==> config.mk <==
export PLATFORM = sky130hd
export DESIGN_NAME = pgm_loader_flat
export DESIGN_NICKNAME = d
export VERILOG_FILES = /design/src/rtl/pgm_loader_pkg.sv /design/src/rtl/pgm_loader_if.sv /design/src/rtl/pgm_loader_frame_fsm.sv /design/src/rtl/pgm_loader.sv /design/src/flat_wrapper.sv
export SDC_FILE = /design/constraint.sdc
export NUM_CORES = 1
export LEC_CHECK = 0
export ABC_AREA = 1
export BUFFER_PORTS_ARGS = -buffer_cell sky130_fd_sc_hd__buf_2
export CORE_ASPECT_RATIO = 0.5
export CORE_MARGIN = 4
export CORE_UTILIZATION = 50
export DETAILED_ROUTE_END_ITERATION = 6
export HOLD_SLACK_MARGIN = 0.06
export PLACE_DENSITY = 0.69
export SLEW_MARGIN = 40
export SYNTH_ARGS = -nofsm -noshare
export SYNTH_HDL_FRONTEND = slang
export SYNTH_HIERARCHICAL = 1
export SYNTH_SLANG_ARGS = --single-unit
==> constraint.sdc <==
create_clock -name clk_i -period 3.2 [get_ports clk_i]
set_input_delay 0.16 -clock clk_i [delete_from_list [all_inputs] [get_ports clk_i]]
set_output_delay 0.16 -clock clk_i [all_outputs]
set_load 0.03 [all_outputs]
==> src/rtl/pgm_loader_pkg.sv <==
// Shared definitions for the program loader: frame state encoding and the
// default bus widths / frame start byte used by the SoC ROM write port.
package pgm_loader_pkg;

  localparam int         ADDR_BUS_WIDTH_DEF = 16;
  localparam int         ROM_ADDR_WIDTH_DEF = 15;
  localparam logic [7:0] MAGIC_DEF          = 8'hA5;

  // Frame fields arrive in this order; the encoding follows the byte order.
  localparam logic [2:0] S_IDLE   = 3'd0;
  localparam logic [2:0] S_ADDR_L = 3'd1;
  localparam logic [2:0] S_ADDR_H = 3'd2;
  localparam logic [2:0] S_LEN_L  = 3'd3;
  localparam logic [2:0] S_LEN_H  = 3'd4;
  localparam logic [2:0] S_DATA   = 3'd5;
  localparam logic [2:0] S_CSUM   = 3'd6;
  localparam logic [2:0] S_REPORT = 3'd7;

  function automatic logic [7:0] csum_add(input logic [7:0] acc, input logic [7:0] b);
    return acc + b;
  endfunction

endpackage

==> src/rtl/pgm_loader_if.sv <==
// Host byte stream plus ROM write port and status of the program loader.
interface pgm_loader_if #(
  parameter int ADDR_BUS_WIDTH = pgm_loader_pkg::ADDR_BUS_WIDTH_DEF
);
  logic [7:0]                in_data_i;
  logic                      in_valid_i;
  logic                      in_ready_o;
  logic [ADDR_BUS_WIDTH-1:0] pgm_addr_write_o;
  logic [7:0]                pgm_data_write_o;
  logic                      pgm_write_o;
  logic                      core_rst_o;
  logic                      busy_o;
  logic                      done_o;
  logic                      err_o;

  modport slave (
    input  in_data_i, in_valid_i,
    output in_ready_o, pgm_addr_write_o, pgm_data_write_o, pgm_write_o,
           core_rst_o, busy_o, done_o, err_o
  );

  modport master (
    output in_data_i, in_valid_i,
    input  in_ready_o, pgm_addr_write_o, pgm_data_write_o, pgm_write_o,
           core_rst_o, busy_o, done_o, err_o
  );
endinterface

==> src/rtl/pgm_loader_frame_fsm.sv <==
// Frame parser: header fields, payload index, running checksum and the
// busy/done/err/core-reset flags. Emits an unregistered write request.
module pgm_loader_frame_fsm
  import pgm_loader_pkg::*;
#(
  parameter int         ADDR_BUS_WIDTH  = ADDR_BUS_WIDTH_DEF,
  parameter int         ROM_ADDR_WIDTH  = ROM_ADDR_WIDTH_DEF,
  parameter logic [7:0] MAGIC           = MAGIC_DEF,
  parameter string      CORE_RST_AT_POR = "FALSE"
) (
  input  logic                      clk_i,
  input  logic                      rst_i,
  input  logic [7:0]                in_data,
  input  logic                      accept,
  input  logic                      timeout,
  output logic                      in_ready,
  output logic                      frame_active,
  output logic                      wr_en,
  output logic [ADDR_BUS_WIDTH-1:0] wr_addr,
  output logic [7:0]                wr_data,
  output logic                      core_rst,
  output logic                      busy,
  output logic                      done,
  output logic                      err
);

  localparam logic POR_CORE_RST = (CORE_RST_AT_POR == "TRUE");

  logic [2:0]  state;
  logic [15:0] addr;
  logic [15:0] len;
  logic [15:0] idx;
  logic [7:0]  sum;
  logic [15:0] byte_addr;

  assign in_ready     = (state != S_REPORT);
  assign frame_active = (state != S_IDLE) && (state != S_REPORT);
  assign wr_en        = (state == S_DATA) && accept && !timeout;
  assign wr_data      = in_data;
  assign byte_addr    = addr + idx;

  // NOTE: every output of an always_comb gets a default first, so a partial
  // assignment can never turn into a latch.
  always_comb begin
    wr_addr = '0;
    wr_addr[ROM_ADDR_WIDTH-1:0] = byte_addr[ROM_ADDR_WIDTH-1:0];
  end

  // NOTE: state registers use non-blocking assignments only, so every
  // register samples the pre-edge values regardless of statement order.
  always_ff @(posedge clk_i) begin
    if (rst_i) begin
      state    <= S_IDLE;
      addr     <= '0;
      len      <= '0;
      idx      <= '0;
      sum      <= '0;
      busy     <= 1'b0;
      done     <= 1'b0;
      err      <= 1'b0;
      core_rst <= POR_CORE_RST;
    end else begin
      done <= 1'b0;
      if (timeout) begin
        // Abandon the frame; core stays in reset since the ROM is partial.
        state <= S_IDLE;
        busy  <= 1'b0;
        err   <= 1'b1;
      end else begin
        case (state)
          S_IDLE: if (accept && in_data == MAGIC) begin
            state    <= S_ADDR_L;
            err      <= 1'b0;
            busy     <= 1'b1;
            core_rst <= 1'b1;
            sum      <= '0;
            idx      <= '0;
          end
          S_ADDR_L: if (accept) begin
            addr[7:0] <= in_data;
            state     <= S_ADDR_H;
          end
          S_ADDR_H: if (accept) begin
            addr[15:8] <= in_data;
            state      <= S_LEN_L;
          end
          S_LEN_L: if (accept) begin
            len[7:0] <= in_data;
            state    <= S_LEN_H;
          end
          S_LEN_H: if (accept) begin
            len[15:8] <= in_data;
            idx       <= '0;
            state     <= ({in_data, len[7:0]} == 16'd0) ? S_CSUM : S_DATA;
          end
          S_DATA: if (accept) begin
            sum <= csum_add(sum, in_data);
            idx <= idx + 16'd1;
            if (idx == len - 16'd1) state <= S_CSUM;
          end
          S_CSUM: if (accept) begin
            state <= S_REPORT;
            if (in_data == sum) begin
              done     <= 1'b1;
              core_rst <= 1'b0;
            end else begin
              err <= 1'b1;
            end
          end
          S_REPORT: begin
            state <= S_IDLE;
            busy  <= 1'b0;
          end
          default: state <= S_IDLE;
        endcase
      end
    end
  end

endmodule

==> src/rtl/pgm_loader.sv <==
// Program loader top: frame parser, inter-byte timeout and the registered
// ROM write port (strobe, address and data one cycle after the byte).
module pgm_loader
  import pgm_loader_pkg::*;
#(
  parameter int         ADDR_BUS_WIDTH    = ADDR_BUS_WIDTH_DEF,
  parameter int         ROM_ADDR_WIDTH    = ROM_ADDR_WIDTH_DEF,
  parameter logic [7:0] MAGIC             = MAGIC_DEF,
  parameter int         TIMEOUT_CYCLES    = 1000000,
  parameter int         TIMEOUT_CNT_WIDTH = 20,
  parameter string      CORE_RST_AT_POR   = "FALSE"
) (
  input  logic         clk_i,
  input  logic         rst_i,
  pgm_loader_if.slave  bus
);

  logic                         accept;
  logic                         in_ready;
  logic                         frame_active;
  logic                         timeout;
  logic                         wr_en;
  logic [ADDR_BUS_WIDTH-1:0]    wr_addr;
  logic [7:0]                   wr_data;
  logic [TIMEOUT_CNT_WIDTH-1:0] gap_cnt;

  assign accept         = bus.in_valid_i && in_ready;
  assign bus.in_ready_o = in_ready;
  assign timeout        = frame_active && (gap_cnt == TIMEOUT_CNT_WIDTH'(TIMEOUT_CYCLES));

  pgm_loader_frame_fsm #(
    .ADDR_BUS_WIDTH  (ADDR_BUS_WIDTH),
    .ROM_ADDR_WIDTH  (ROM_ADDR_WIDTH),
    .MAGIC           (MAGIC),
    .CORE_RST_AT_POR (CORE_RST_AT_POR)
  ) u_fsm (
    .clk_i        (clk_i),
    .rst_i        (rst_i),
    .in_data      (bus.in_data_i),
    .accept       (accept),
    .timeout      (timeout),
    .in_ready     (in_ready),
    .frame_active (frame_active),
    .wr_en        (wr_en),
    .wr_addr      (wr_addr),
    .wr_data      (wr_data),
    .core_rst     (bus.core_rst_o),
    .busy         (bus.busy_o),
    .done         (bus.done_o),
    .err          (bus.err_o)
  );

  always_ff @(posedge clk_i) begin
    if (rst_i || !frame_active || accept) begin
      gap_cnt <= '0;
    end else if (!timeout) begin
      gap_cnt <= gap_cnt + TIMEOUT_CNT_WIDTH'(1);
    end
  end

  // Address and data hold between strobes; reset wins over a same-cycle byte.
  always_ff @(posedge clk_i) begin
    if (rst_i) begin
      bus.pgm_write_o      <= 1'b0;
      bus.pgm_addr_write_o <= '0;
      bus.pgm_data_write_o <= '0;
    end else begin
      bus.pgm_write_o <= wr_en;
      if (wr_en) begin
        bus.pgm_addr_write_o <= wr_addr;
        bus.pgm_data_write_o <= wr_data;
      end
    end
  end

endmodule

==> src/flat_wrapper.sv <==
// flat-port wrapper written by rule: the top's interface ports become plain ports
module pgm_loader_flat import pgm_loader_pkg::*;
#(
  parameter int         ADDR_BUS_WIDTH    = ADDR_BUS_WIDTH_DEF,
  parameter int         ROM_ADDR_WIDTH    = ROM_ADDR_WIDTH_DEF,
  parameter logic [7:0] MAGIC             = MAGIC_DEF,
  parameter int         TIMEOUT_CYCLES    = 1000000,
  parameter int         TIMEOUT_CNT_WIDTH = 20,
  parameter string      CORE_RST_AT_POR   = "     "
)
  (clk_i, rst_i, bus_in_data_i, bus_in_valid_i, bus_in_ready_o, bus_pgm_addr_write_o, bus_pgm_data_write_o, bus_pgm_write_o, bus_core_rst_o, bus_busy_o, bus_done_o, bus_err_o);
  pgm_loader_if #(.ADDR_BUS_WIDTH(ADDR_BUS_WIDTH)) bus_i ();
  input  logic clk_i;
  input  logic rst_i;
  input wire logic [$bits(bus_i.in_data_i)-1:0] bus_in_data_i;
  input wire logic [$bits(bus_i.in_valid_i)-1:0] bus_in_valid_i;
  output wire logic [$bits(bus_i.in_ready_o)-1:0] bus_in_ready_o;
  output wire logic [$bits(bus_i.pgm_addr_write_o)-1:0] bus_pgm_addr_write_o;
  output wire logic [$bits(bus_i.pgm_data_write_o)-1:0] bus_pgm_data_write_o;
  output wire logic [$bits(bus_i.pgm_write_o)-1:0] bus_pgm_write_o;
  output wire logic [$bits(bus_i.core_rst_o)-1:0] bus_core_rst_o;
  output wire logic [$bits(bus_i.busy_o)-1:0] bus_busy_o;
  output wire logic [$bits(bus_i.done_o)-1:0] bus_done_o;
  output wire logic [$bits(bus_i.err_o)-1:0] bus_err_o;
  assign bus_i.in_data_i = bus_in_data_i;
  assign bus_i.in_valid_i = bus_in_valid_i;
  assign bus_in_ready_o = bus_i.in_ready_o;
  assign bus_pgm_addr_write_o = bus_i.pgm_addr_write_o;
  assign bus_pgm_data_write_o = bus_i.pgm_data_write_o;
  assign bus_pgm_write_o = bus_i.pgm_write_o;
  assign bus_core_rst_o = bus_i.core_rst_o;
  assign bus_busy_o = bus_i.busy_o;
  assign bus_done_o = bus_i.done_o;
  assign bus_err_o = bus_i.err_o;
  pgm_loader #(.ADDR_BUS_WIDTH(ADDR_BUS_WIDTH), .ROM_ADDR_WIDTH(ROM_ADDR_WIDTH), .MAGIC(MAGIC), .TIMEOUT_CYCLES(TIMEOUT_CYCLES), .TIMEOUT_CNT_WIDTH(TIMEOUT_CNT_WIDTH), .CORE_RST_AT_POR(CORE_RST_AT_POR)) u_core (.clk_i(clk_i), .rst_i(rst_i), .bus(bus_i));
endmodule
==> flow_summary.json <==
{
  "worstSetupStartpointType": "register",
  "status": "complete, no violations",
  "comb_power_share_pct": 9.6,
  "critical_path.endpoint_type": "register",
  "r2r_start": "u_core/u_fsm/state[0]",
  "ys.flop_type": "dfxtp_1",
  "wl_per_cell_microns": 13.3,
  "met2_wirelength_microns": 6580,
  "dr.pass1.iters": 5,
  "drcViolationCount": 0,
  "antenna_left": 0,
  "clockRootBuffer": "clkbuf_16",
  "cellPowerDensity_mw_per_mm2": 391,
  "postCtsSetupRepairBufs": 0,
  "rr_worst_depth": 16,
  "core_area_sq_mm": 0.0121,
  "tritoncts": "done",
  "dp_hpwl_microns": 11100,
  "setup_viol": 0,
  "cts.sinks": 107,
  "crit_cells": 16,
  "ctsHoldBuffers": 0,
  "path_buf_inv": 6,
  "numCtsBuffers": 9,
  "drv_slew": 0,
  "grt_max_degree": 38,
  "post-route-period-util_pct": 87.8,
  "min_path_type": "in -> reg",
  "m1WireLength_microns": 7630,
  "internal_power_mw": 1.97,
  "async_flop_share_pct": 0,
  "std_cell_rows": 28,
  "avgSynthCellArea_sq_um": 6.85,
  "ctsResizeCount": 0,
  "sw_frac_of_total_pct": 27.1,
  "nFillCells": 1159,
  "wirelength_microns": 14900,
  "cp_slowest_cell": "nor3_2",
  "overflow": 0,
  "n_antenna_cell": 0,
  "pin_count": 41,
  "setup-tns-final_ns": 0,
  "yosysWarningCount": 6,
  "synth_area_leader_cell": "dfxtp_1",
  "path_class": "reg -> reg",
  "pwr-share-seq_pct": 50.8,
  "top_layer": "met4",
  "clock_path_buffers": 2,
  "final_hold_viol_count": 0,
  "cp_common_cell": "inv_1",
  "clk_pin_slew_worst_paths_ns": 0.07,
  "gp_congestion": 0.884,
  "initial_core_util_pct": 52.4,
  "finalCriticalPeriod_ns": 2.81,
  "detail_route.vias_per_cell": 5.15,
  "final_cell_mix": "nand2_1 (209), nor2_1 (117), dfxtp_1 (107)",
  "rsz0062_at_grt": "false",
  "maxCapViolations": 0,
  "ys_seq_area_share_pct": 33.8,
  "grt_pass1_wl_microns": 24500,
  "routed-wl-met3_microns": 569,
  "syn2layout_area_growth_pct": 9.07,
  "path_delay_family": "simple AND/OR/NAND/NOR gates",
  "clkPwrFrac_pct": 39.6,
  "antenna_found_initial": 0,
  "worstMarginPinSlew_ns": 0.754,
  "grt_usage_pct": 20.3,
  "cp.arrival_ns": 3.04,
  "mostFrequentLayoutCell": "nand2_1",
  "syn_nets": 963,
  "cp.required_ns": 3.43,
  "dieArea_sq_mm": 0.0146,
  "die_y_microns": 87.6,
  "clock.fmax_mhz": 356,
  "clkLatencyLatePin_ns": 0.35,
  "htree_levels": 3,
  "cp_max_fo": 9,
  "synth.distinct_cells": 52,
  "drive_gt1_share_pct": 11.9,
  "grt_pass1_vias": 5148,
  "die_x_microns": 167,
  "netSwitchingPower_uw": 732,
  "clock_skew_ns": 0.00932,
  "ys_ff_latch": 107,
  "syn_inst": 924,
  "netlist_area_sq_mm": 0.00633,
  "vias": 5779,
  "nNetsFinal": 991,
  "drtIter0Drc": 406,
  "synth_edf_count": 0,
  "ir_drop_mv": 0.224,
  "io_buffers": 40,
  "holdWs_ns": 0.107,
  "synth_top_area_share_pct": 33.8,
  "holdPathStages": 3,
  "hold_start": "bus_in_data_i[0]",
  "crit_chain": "nor2_1, inv_1, nor2_1, nor2_1, nand2_1, inv_1, nand2_1, inv_1, nand3_1, inv_1, nor2_1, inv_1, nor3_2, inv_1, o21ai_0, a21oi_1",
  "relSlewSlack_pct": 49.7,
  "setup.worst_path.start": "u_core/u_fsm/state[0]",
  "p_leak_nw": 3.09,
  "yosys-top-cells-area": "dfxtp_1 (34%), nand2_1 (12%), a21oi_1 (7.6%)",
  "cpPeakStageDelay_ns": 0.38
}
## through the flow
step / utilization (%) / cells / total power, mW / area [sq um] / setup WS, ns
floorplan: - / 924 / 1.60 / 6330 / 0.694
global placement: 54.8 / 1106 / 1.66 / 6620 / 0.498
detailed placement: 54.8 / 1106 / 1.66 / 6620 / 0.442
CTS: 57.2 / 1122 / 2.73 / 6910 / 0.416
global route: 57.2 / 1122 / 2.82 / 6910 / 0.0107
finish: 57.2 / 1122 / 2.70 / 6910 / 0.389
## Yosys cell counts (2+ instances only)
library cell  count
nand3_1          47
o21ai_0          54
inv_1            92
o21ai_1           6
nor2_4            9
nor2_2            7
clkinv_1          2
nor4_1            4
nor2_8            2
nor3_1           15
nand3b_1          6
ha_1             26
a21boi_0          2
buf_4            10
o21a_1            4
nor3b_1           3
xnor2_1          11
fa_1              2
nand4_1           7
nor3_2            3
o31ai_1           2
a21oi_1          96
inv_2            11
xor2_1           19
buf_1             3
clkbuf_1          9
a31oi_1           3
o21ai_4           2
buf_2             4
nand2_2          10
nand2_1         209
nor2_1          117
nand3_4           2
dfxtp_1         107
## registers in the layout, indices dropped and copies added (netlist names)
| register | cells |
|---|---|
| u_core/bus.pgm_write_o | 1 |
| u_core/u_fsm/busy | 1 |
| u_core/u_fsm/state | 3 |
| u_core/u_fsm/idx | 16 |
| u_core/u_fsm/len | 16 |
| u_core/bus.pgm_data_write_o | 8 |
| u_core/bus.pgm_addr_write_o | 16 |
| u_core/u_fsm/addr | 15 |
| u_core/u_fsm/sum | 8 |
| u_core/u_fsm/core_rst | 1 |
| u_core/u_fsm/done | 1 |
| u_core/u_fsm/err | 1 |
| u_core/gap_cnt | 20 |
## final timing paths
| kind | to | slack, ns |
|---|---|---|
| max | u_core/u_fsm/len[12] | 0.39 |
| min | u_core/bus.pgm_data_write_o[0] | 0.11 |
| max reg2reg | u_core/u_fsm/len[12] | 0.39 |
| min reg2reg | u_core/bus.pgm_data_write_o[7] | 0.46 |
## cell families (layout without fill, tap and decap cells)
logic type	after synthesis	after routing	share of synthesized area (%)
DFF	107	107	33.8
buffers and inverters	133	166	8.69
adders and majority gates	28	28	5.77
AOI/OAI and AO/OA	177	177	15.2
xor gates and xnor gates	30	30	4.15
and+or+nand+nor	448	448	32.3
other	1	1	0.0592
## worst register-to-register path: stages, from the launching register on
cell and delay (ns):
dfxtp_1 0.35, nor2_1 0.20, inv_1 0.09, nor2_1 0.21
nor2_1 0.13, nand2_1 0.08, inv_1 0.03, nand2_1 0.06
inv_1 0.04, nand3_1 0.10, inv_1 0.07, nor2_1 0.31
inv_1 0.14, nor3_2 0.38, inv_1 0.25, o21ai_0 0.20
a21oi_1 0.05
## layout make-up
type / instances / area [sq um] / area share (%)
Clock buffer: 9 / 225 / 3.26
Clock inverter: 7 / 63.8 / 0.924
Inverter: 106 / 399 / 5.78
Multi-Input combinational cell: 684 / 3640 / 52.7
Sequential cell: 107 / 2140 / 31.0
Tap cell: 165 / 206 / 2.99
Timing Repair Buffer: 44 / 230 / 3.33
## routing by layer
layer	up-vias	global-route usage [%]
met3	11	3.70
met2	100	34.7
met1	2619	27.4
met5	-	0
li1	3049	-
met4	0	4.42
## power groups by stage
stage	clock [mW]	combinational, mW	sequential (mW)
floorplan	0	0.205	1.40
global placement	0	0.255	1.40
detailed placement	0	0.258	1.40
CTS	1.10	0.259	1.37
global route	1.15	0.290	1.38
finish	1.07	0.259	1.37
Power figures use the tool's default switching activity.
